===== src/rtl/muladd_pkg.sv =====
// rtl/muladd_pkg.sv - shared defaults and types for the shared mul-add arbiter
package muladd_pkg;

    localparam int MULADD_NUM_REQ = 4;
    localparam int MULADD_WIDTH   = 8;
    localparam int TAG_W          = $clog2(MULADD_NUM_REQ);

    typedef logic [TAG_W-1:0] tag_t;

    typedef struct packed {
        logic [MULADD_WIDTH-1:0] a;
        logic [MULADD_WIDTH-1:0] b;
        logic [MULADD_WIDTH-1:0] c;
    } operand_t;

endpackage


===== src/rtl/muladd_pipe.sv =====
// rtl/muladd_pipe.sv - pipelined y = a*b + c unit with a requester tag riding alongside
module muladd_pipe
    import muladd_pkg::*;
#(
    parameter int WIDTH   = MULADD_WIDTH,
    parameter int LATENCY = 2,
    parameter int TAG_W_P = TAG_W
) (
    input  logic               clock,
    input  logic               reset_n,
    input  logic               in_valid,
    input  logic [TAG_W_P-1:0] in_tag,
    input  logic [WIDTH-1:0]   a,
    input  logic [WIDTH-1:0]   b,
    input  logic [WIDTH-1:0]   c,
    output logic               out_valid,
    output logic [TAG_W_P-1:0] out_tag,
    output logic [WIDTH-1:0]   y
);

    logic [WIDTH-1:0]   y_q   [LATENCY];
    logic [TAG_W_P-1:0] tag_q [LATENCY];
    logic [LATENCY-1:0] vld_q;
    logic [WIDTH-1:0]   sum;

    // Evaluated at WIDTH bits, so product truncation and sum wrap are implicit
    assign sum = a * b + c;

    always_ff @(posedge clock) begin
        if (!reset_n) begin
            vld_q <= '0;
            for (int s = 0; s < LATENCY; s++) begin
                y_q[s]   <= '0;
                tag_q[s] <= '0;
            end
        end else begin
            vld_q[0] <= in_valid;
            y_q[0]   <= sum;
            tag_q[0] <= in_tag;
            for (int s = 1; s < LATENCY; s++) begin
                vld_q[s] <= vld_q[s-1];
                y_q[s]   <= y_q[s-1];
                tag_q[s] <= tag_q[s-1];
            end
        end
    end

    assign out_valid = vld_q[LATENCY-1];
    assign out_tag   = tag_q[LATENCY-1];
    assign y         = y_q[LATENCY-1];

endmodule


===== src/rtl/muladd_share_arbiter.sv =====
// rtl/muladd_share_arbiter.sv - round-robin sharing of one mul-add unit among requesters
module muladd_share_arbiter
    import muladd_pkg::*;
#(
    parameter int NUM_REQ = MULADD_NUM_REQ,
    parameter int WIDTH   = MULADD_WIDTH,
    parameter int LATENCY = 2
) (
    input  logic                     clock,
    input  logic                     reset_n,
    input  logic [NUM_REQ-1:0]       req_valid,
    output logic [NUM_REQ-1:0]       req_ready,
    input  logic [NUM_REQ*WIDTH-1:0] req_a,
    input  logic [NUM_REQ*WIDTH-1:0] req_b,
    input  logic [NUM_REQ*WIDTH-1:0] req_c,
    output logic [NUM_REQ-1:0]       resp_valid,
    input  logic [NUM_REQ-1:0]       resp_ready,
    output logic [NUM_REQ*WIDTH-1:0] resp_y
);

    localparam int TW = $clog2(NUM_REQ);

    logic [TW-1:0]      rr_ptr;
    logic [TW-1:0]      gnt_idx;
    logic               gnt_any;
    logic [NUM_REQ-1:0] busy;
    logic [NUM_REQ-1:0] eligible;
    logic [WIDTH-1:0]   op_a, op_b, op_c;
    logic               out_valid;
    logic [TW-1:0]      out_tag;
    logic [WIDTH-1:0]   out_y;

    assign eligible = req_valid & ~busy;

    // First eligible index at or after rr_ptr, wrapping; gated by reset
    always_comb begin
        req_ready = '0;
        gnt_idx   = '0;
        gnt_any   = 1'b0;
        for (int k = 0; k < NUM_REQ; k++) begin
            if (!gnt_any && eligible[(int'(rr_ptr) + k) % NUM_REQ]) begin
                gnt_any = reset_n;
                gnt_idx = TW'((int'(rr_ptr) + k) % NUM_REQ);
            end
        end
        if (gnt_any) begin
            req_ready[gnt_idx] = 1'b1;
        end
    end

    assign op_a = req_a[gnt_idx*WIDTH +: WIDTH];
    assign op_b = req_b[gnt_idx*WIDTH +: WIDTH];
    assign op_c = req_c[gnt_idx*WIDTH +: WIDTH];

    muladd_pipe #(
        .WIDTH   (WIDTH),
        .LATENCY (LATENCY),
        .TAG_W_P (TW)
    ) u_pipe (
        .clock     (clock),
        .reset_n   (reset_n),
        .in_valid  (gnt_any),
        .in_tag    (gnt_idx),
        .a         (op_a),
        .b         (op_b),
        .c         (op_c),
        .out_valid (out_valid),
        .out_tag   (out_tag),
        .y         (out_y)
    );

    // busy spans grant to consumption, so a release and re-grant never share a cycle
    always_ff @(posedge clock) begin
        if (!reset_n) begin
            rr_ptr     <= '0;
            busy       <= '0;
            resp_valid <= '0;
            resp_y     <= '0;
        end else begin
            if (gnt_any) begin
                rr_ptr <= (gnt_idx == TW'(NUM_REQ - 1)) ? '0 : gnt_idx + 1'b1;
            end
            for (int i = 0; i < NUM_REQ; i++) begin
                if (req_ready[i] && req_valid[i]) begin
                    busy[i] <= 1'b1;
                end else if (resp_valid[i] && resp_ready[i]) begin
                    busy[i] <= 1'b0;
                end
                if (out_valid && out_tag == TW'(i)) begin
                    resp_valid[i]              <= 1'b1;
                    resp_y[i*WIDTH +: WIDTH]   <= out_y;
                end else if (resp_valid[i] && resp_ready[i]) begin
                    resp_valid[i] <= 1'b0;
                end
            end
        end
    end

endmodule


===== config.mk =====
export PLATFORM = sky130hd
export DESIGN_NAME = muladd_share_arbiter
export DESIGN_NICKNAME = d
export VERILOG_FILES = /design/src/rtl/muladd_pkg.sv /design/src/rtl/muladd_pipe.sv /design/src/rtl/muladd_share_arbiter.sv
export SDC_FILE = /design/constraint.sdc
export NUM_CORES = 1
export LEC_CHECK = 0
export BUFFER_PORTS_ARGS = -buffer_cell sky130_fd_sc_hd__buf_2
export CAP_MARGIN = 0
export CORE_MARGIN = 3
export CORE_UTILIZATION = 30
export CTS_BUF_LIST = sky130_fd_sc_hd__clkbuf_4 sky130_fd_sc_hd__clkbuf_8
export DETAILED_ROUTE_END_ITERATION = 7
export PLACE_DENSITY_LB_ADDON = 0.15
export SLEW_MARGIN = 20
export SYNTH_ARGS = -nofsm -noshare
export SYNTH_HDL_FRONTEND = slang
export SYNTH_HIERARCHICAL = 1
export SYNTH_SLANG_ARGS = --single-unit

===== constraint.sdc =====
create_clock -name clock -period 5.6 [get_ports clock]
set_clock_uncertainty 0.05 [all_clocks]
set_input_delay 0.28 -clock clock [delete_from_list [all_inputs] [get_ports clock]]
set_output_delay 0.28 -clock clock [all_outputs]
set_load 0.005 [all_outputs]

# Word-level counts from Yosys, hierarchy flattened
# Memories as Yosys holds them, arrays and structs flattened.
# Cells that the tools add are included.
dict set report op_classes {
  add_sub_neg 5
  n_mul 1
  n_lt_le_gt_ge 6
  eq_ne 4
  shift 3
  n_mux 41
  bitwise 9
  reduce_logical 31
}
# op count
set ops {}
lappend ops {{32-bit by 6-bit indexed part select with 8-bit output} 3}
lappend ops {{1-bit 2-to-1 mux} 26}
lappend ops {{1-bit logical AND} 16}
lappend ops {{8-bit 2-to-1 mux} 2}
lappend ops {{2-bit nonzero test} 8}
lappend ops {{2-bit 2-to-1 mux} 7}
lappend ops {{3-bit by 4-bit less-than comparator with 1-bit output (second input constant)} 3}
lappend ops {{8-bit adder} 1}
lappend ops {{1-bit binary-select mux with 2-bit select} 4}
lappend ops {{8-bit by 8-bit multiplier with 8-bit output} 1}
lappend ops {{2-bit == test (second input constant)} 3}
lappend ops {{2-bit by 3-bit less-than comparator with 1-bit output (second input constant)} 2}
lappend ops {{2-bit OR reduction} 3}
lappend ops {{2-bit by 1-bit adder with 2-bit output (second input constant)} 2}
lappend ops {{2-bit adder (second input constant)} 2}
lappend ops {{4-bit bitwise AND} 1}
lappend ops {{4-bit 2-to-1 mux} 1}
lappend ops {{4-bit NOT} 1}
lappend ops {{1-bit OR} 4}
lappend ops {{1-bit bitwise AND (first input constant)} 3}
lappend ops {{1-bit zero test} 3}
lappend ops {{1-bit demux with 2-bit select} 1}
lappend ops {{2-bit by 1-bit == test with 1-bit output (second input constant)} 1}
lappend ops {{2-bit by 1-bit greater-or-equal comparator with 1-bit output (second input constant)} 1}
lappend ops {{2-bit zero test} 1}
dict set report totals {
  regBits 44
  mem_bits_rw 20
  input_bits 106
  output_inout_bits 40
  elab_cells 116
  mem_count 2
}
# memory words word_bits read_ports rd_ports_with_merged_regs write_ports line
set memory_table {}
lappend memory_table {u_pipe.y_q 2 8 2 0 2 muladd_pipe.sv:21} ;# logic [WIDTH-1:0] y_q [LATENCY];
lappend memory_table {u_pipe.tag_q 2 2 2 0 2 muladd_pipe.sv:22} ;# logic [TAG_W_P-1:0] tag_q [LATENCY];

# Depth between registers and ports, before layout
dict set report depth {
  ltp_word 21
  depth_mapped 24
}

# By module
# The synthesis kept the hierarchy.
# mod n_inst cells_per_inst area_each_um2 seq_area_each_um2
set modules_own_cells {}
lappend modules_own_cells {muladd_share_arbiter 1 322 2778.9 840.8}
lappend modules_own_cells {muladd_pipe 1 182 1734.2 440.4}

# Worst setup path after synthesis
# No wires, ideal clock.
dict set report synth_timing {
  path_type {reg2reg}
  startpoint {reg rr_ptr[1]}
  endpoint {mem u_pipe/y_q[0][7] in the netlist's numbering}
  t_arrival_ns 5.158
  required_ns 5.435
  slack_ns 0.277
  path_stages_with_launch 23
  synth_period_minus_slack_ns 5.323
  path_cell_list {dfxtp_1 buf_6 and4bb_1 nor4_2 o211ai_1 a211oi_2 o32a_1 buf_6 buf_8 mux2i_1 nand2_1 fa_1 inv_1 fa_1 inv_1 fa_1 fa_1 inv_1 ha_1 a21oi_1 xnor2_1 xnor2_1 and2_1}
}
# item line
set synth_lines {}
lappend synth_lines {{from (decl)} muladd_share_arbiter.sv:23} ;# logic [TW-1:0] rr_ptr;
lappend synth_lines {{from (signal assigned)} muladd_share_arbiter.sv:81} ;# rr_ptr <= (gnt_idx == TW'(NUM_REQ - 1)) ? '0 : gnt_idx + 1'b1;
lappend synth_lines {{to (decl)} muladd_pipe.sv:21}

==> results.cfg <==
[clock_tree]
cts.sinks = 64
cts-root-buf = clkbuf_8
clk_pin_slew_ns = 0.07
clockBufferDepth = 2
clock_latency_ns = 0.33
postCtsHoldBufs = 0
tritoncts = yes
cts_made_buffers = 9
htreeDepth = 3

[synthesis]
synthesis.nets = 646
yosysWarnings = 6
synthCells = 504
seq_area_frac_synth_pct = 28.39
syn_area_per_cell_um2 = 8.955
yosysUniqueCellTypes = 55
syn_area_um2 = 4513
synth_seq_cells = 64
yosys_most_used_dff = dfxtp_1
postSynth.asyncResetShare_pct = 0
synth-edff-count = 0

[sta]
finalCritPeriodShare_pct = 95.59
tightestPinTransition_ns = 0.9195
setup_slack_ns = 0.2472
post-route-min-period_ns = 5.353
setup_violations = 0
final_max_slew_viol_count = 0
fmax_mhz = 186.8
timing_hold_violations_final = 0
hold_ws_ns = 0.1800
slew_headroom_pct = 38.43

[setup_path]
worstPathMaxFanout = 12
path_delay_family = adder cells
worstPathCellList = buf_4, nor3b_4, a21oi_2, a221oi_4, o21ai_2, o32a_4, buf_12, mux2i_1, buf_4, and2_1, fa_1, fa_1, ha_1, inv_1, fa_1, inv_1, ha_1, a21o_1, a21oi_1, xnor2_1, xnor2_1, and2_1
worstSetupEndpointType = register
critPathBufInv = 5
crit_slowest_cell = fa_1
startpoint_type = register
crit_top_cell = fa_1
arrival_ns = 5.53
slowest_delay_ns = 0.52
criticalPathCategory = register to register
worstPathRequired_ns = 5.78

[floorplanning]
coreArea_um2 = 14640
initial_utilization_pct = 30.82
ioPinCount = 146
dieArea_um2 = 16550
fp.dieH_um = 128.7
rows = 44
die_w_um = 128.7

[placement]
place_congestion = 0.9278
dpl_worst_slack_ns = -0.09300
dp_hpwl_mm = 9.237
numPortBuffers = 145
place_area_um2 = 5504
dp_cells = 827

[layout]
diodes = 0
finalNonFillerCells = 845
drive_gt1_share_pct = 33.59
final_cell_area_um2 = 5818
final_nets = 798
syn2layout_area_growth_pct = 28.92

[global_routing]
grt_pass1_vias = 3975
overflow = 0
grt_max_degree = 37
grt_pass1_wl_mm = 18.52
grt_antenna_before_repair = 0
grt_usage_pct = 13.72

[detailed_routing]
drc = 0
routed_wl_mm = 11.16
wl_per_cell_um = 13.20
vias_per_cell = 4.553
drtPass1Iterations = 4
drt_iter0_drc = 197
antenna_left = 0
via_count = 3847

[hold_path]
hp-class = input pin to register

[run]
cap_viol_max_count = 0

[run_status]
status = finished, final reports clean
cell usage after synthesis, types with 2 or more instances:
cell type  instances  share of area, %
a21o_1             2              0.33
and2_2             3              0.50
inv_1             39               3.2
and3_1             4              0.55
nand2_2            2              0.28
nor3_1             2              0.22
clkbuf_1          10              0.83
nand2b_4           2              0.61
nor2b_1            4              0.55
nand2_1           81               6.7
o32a_1             2              0.44
dfxtp_1           64                28
and4bb_1           2              0.55
nand2b_1           6              0.83
and2_1            33               4.6
xor2_1             3              0.58
buf_6              4               1.0
o21ai_1            2              0.22
or2_2              2              0.28
xnor2_1           15               2.9
buf_4             10               1.7
mux2i_1           81                18
buf_2              7              0.78
a21oi_1           35               3.9
nand3_1            4              0.44
fa_1              18               8.0
o21ai_0            2              0.22
nor2_1            21               1.7
ha_1              18               5.0
cell type report:
| cell class | count | area (um2) |
|---|---|---|
| Clock buffer | 11 | 145.1 |
| Clock inverter | 5 | 80.08 |
| Fill cell | 1500 | 8826 |
| Inverter | 39 | 146.4 |
| Multi-Input combinational cell | 368 | 2960 |
| Sequential cell | 64 | 1287 |
| Tap cell | 184 | 230.2 |
| Timing Repair Buffer | 174 | 968.4 |
worst paths after layout:
kind	startpoint	end	slack, ns	cells after the start
min	resp_ready[3]	resp_valid[3]	0.18	3
max	rr_ptr[1]	u_pipe/y_q[0][7]	0.25	22
max reg2reg	rr_ptr[1]	u_pipe/y_q[0][7]	0.25	22
min reg2reg	u_pipe/y_q[0][6]	u_pipe/y_q[0][14]	0.38	1
per-layer routing:
layer	vias to the layer above	GRT usage, %	share of wire (%)
met3	15	2.366	4.6
met1	1764	17.17	44
li1	1962	-	-
met5	-	0	0
met4	0	4.200	1.8
met2	106	24.09	50
flip-flops by register name, indices dropped and copies added (netlist names):
signal	flops
u_pipe/tag_q	4
resp_y	32
busy	4
rr_ptr	2
u_pipe/vld_q	2
resp_valid	4
u_pipe/y_q	16
stage by stage:
| stage | util, % | setup TNS (ns) |
|---|---|---|
| global route | 39.73 | -0.03428 |
| global placement | 37.59 | 0 |
| CTS | 39.18 | 0 |
| finish | 39.73 | 0 |
| floorplan | - | 0 |
| detailed placement | 37.59 | -0.09300 |
timing repair:
item	4_1_cts	5_1_grt
resized for setup	3	12
pin swaps	0	3
endpoints found under the setup margin	1	2
setup buffers	0	2
cloned	0	0
worst min-delay path, cell delays in order:
cell and delay, ns:
buf_2 0.08, nand2b_1 0.09, a21oi_1 0.05
logic make-up (layout without fill, tap and decap cells):
kind of cell / count (synthesis) / after routing / synth area share (%)
AND/OR/NAND/NOR: 175 / 175 / 19.99
buffers and inverters: 72 / 229 / 7.929
flip-flops: 64 / 64 / 28.39
adder cells (fa/ha/maj): 36 / 36 / 12.97
AO/OA/AOI/OAI: 55 / 55 / 8.040
multiplexers: 82 / 82 / 18.46
XOR/XNOR: 20 / 20 / 4.214
placed cells by master, fill, tap and decap left out, types with 3 or more instances in the layout:
cell type / n
and3_1: 4
mux2i_4: 3
ha_1: 18
mux2i_1: 77
buf_2: 145
and2_1: 33
nand3_1: 3
xnor2_1: 15
fa_1: 18
clkbuf_8: 10
nand2_1: 81
buf_4: 27
nor2b_1: 4
nand2b_1: 6
xor2_1: 3
and2_2: 3
nor2_1: 21
a21oi_1: 35
dfxtp_1: 61
inv_1: 39
Power is left out: the tool's default activity adds up to more than one toggle a clock period on the data nets, which glitch-free logic cannot reach.
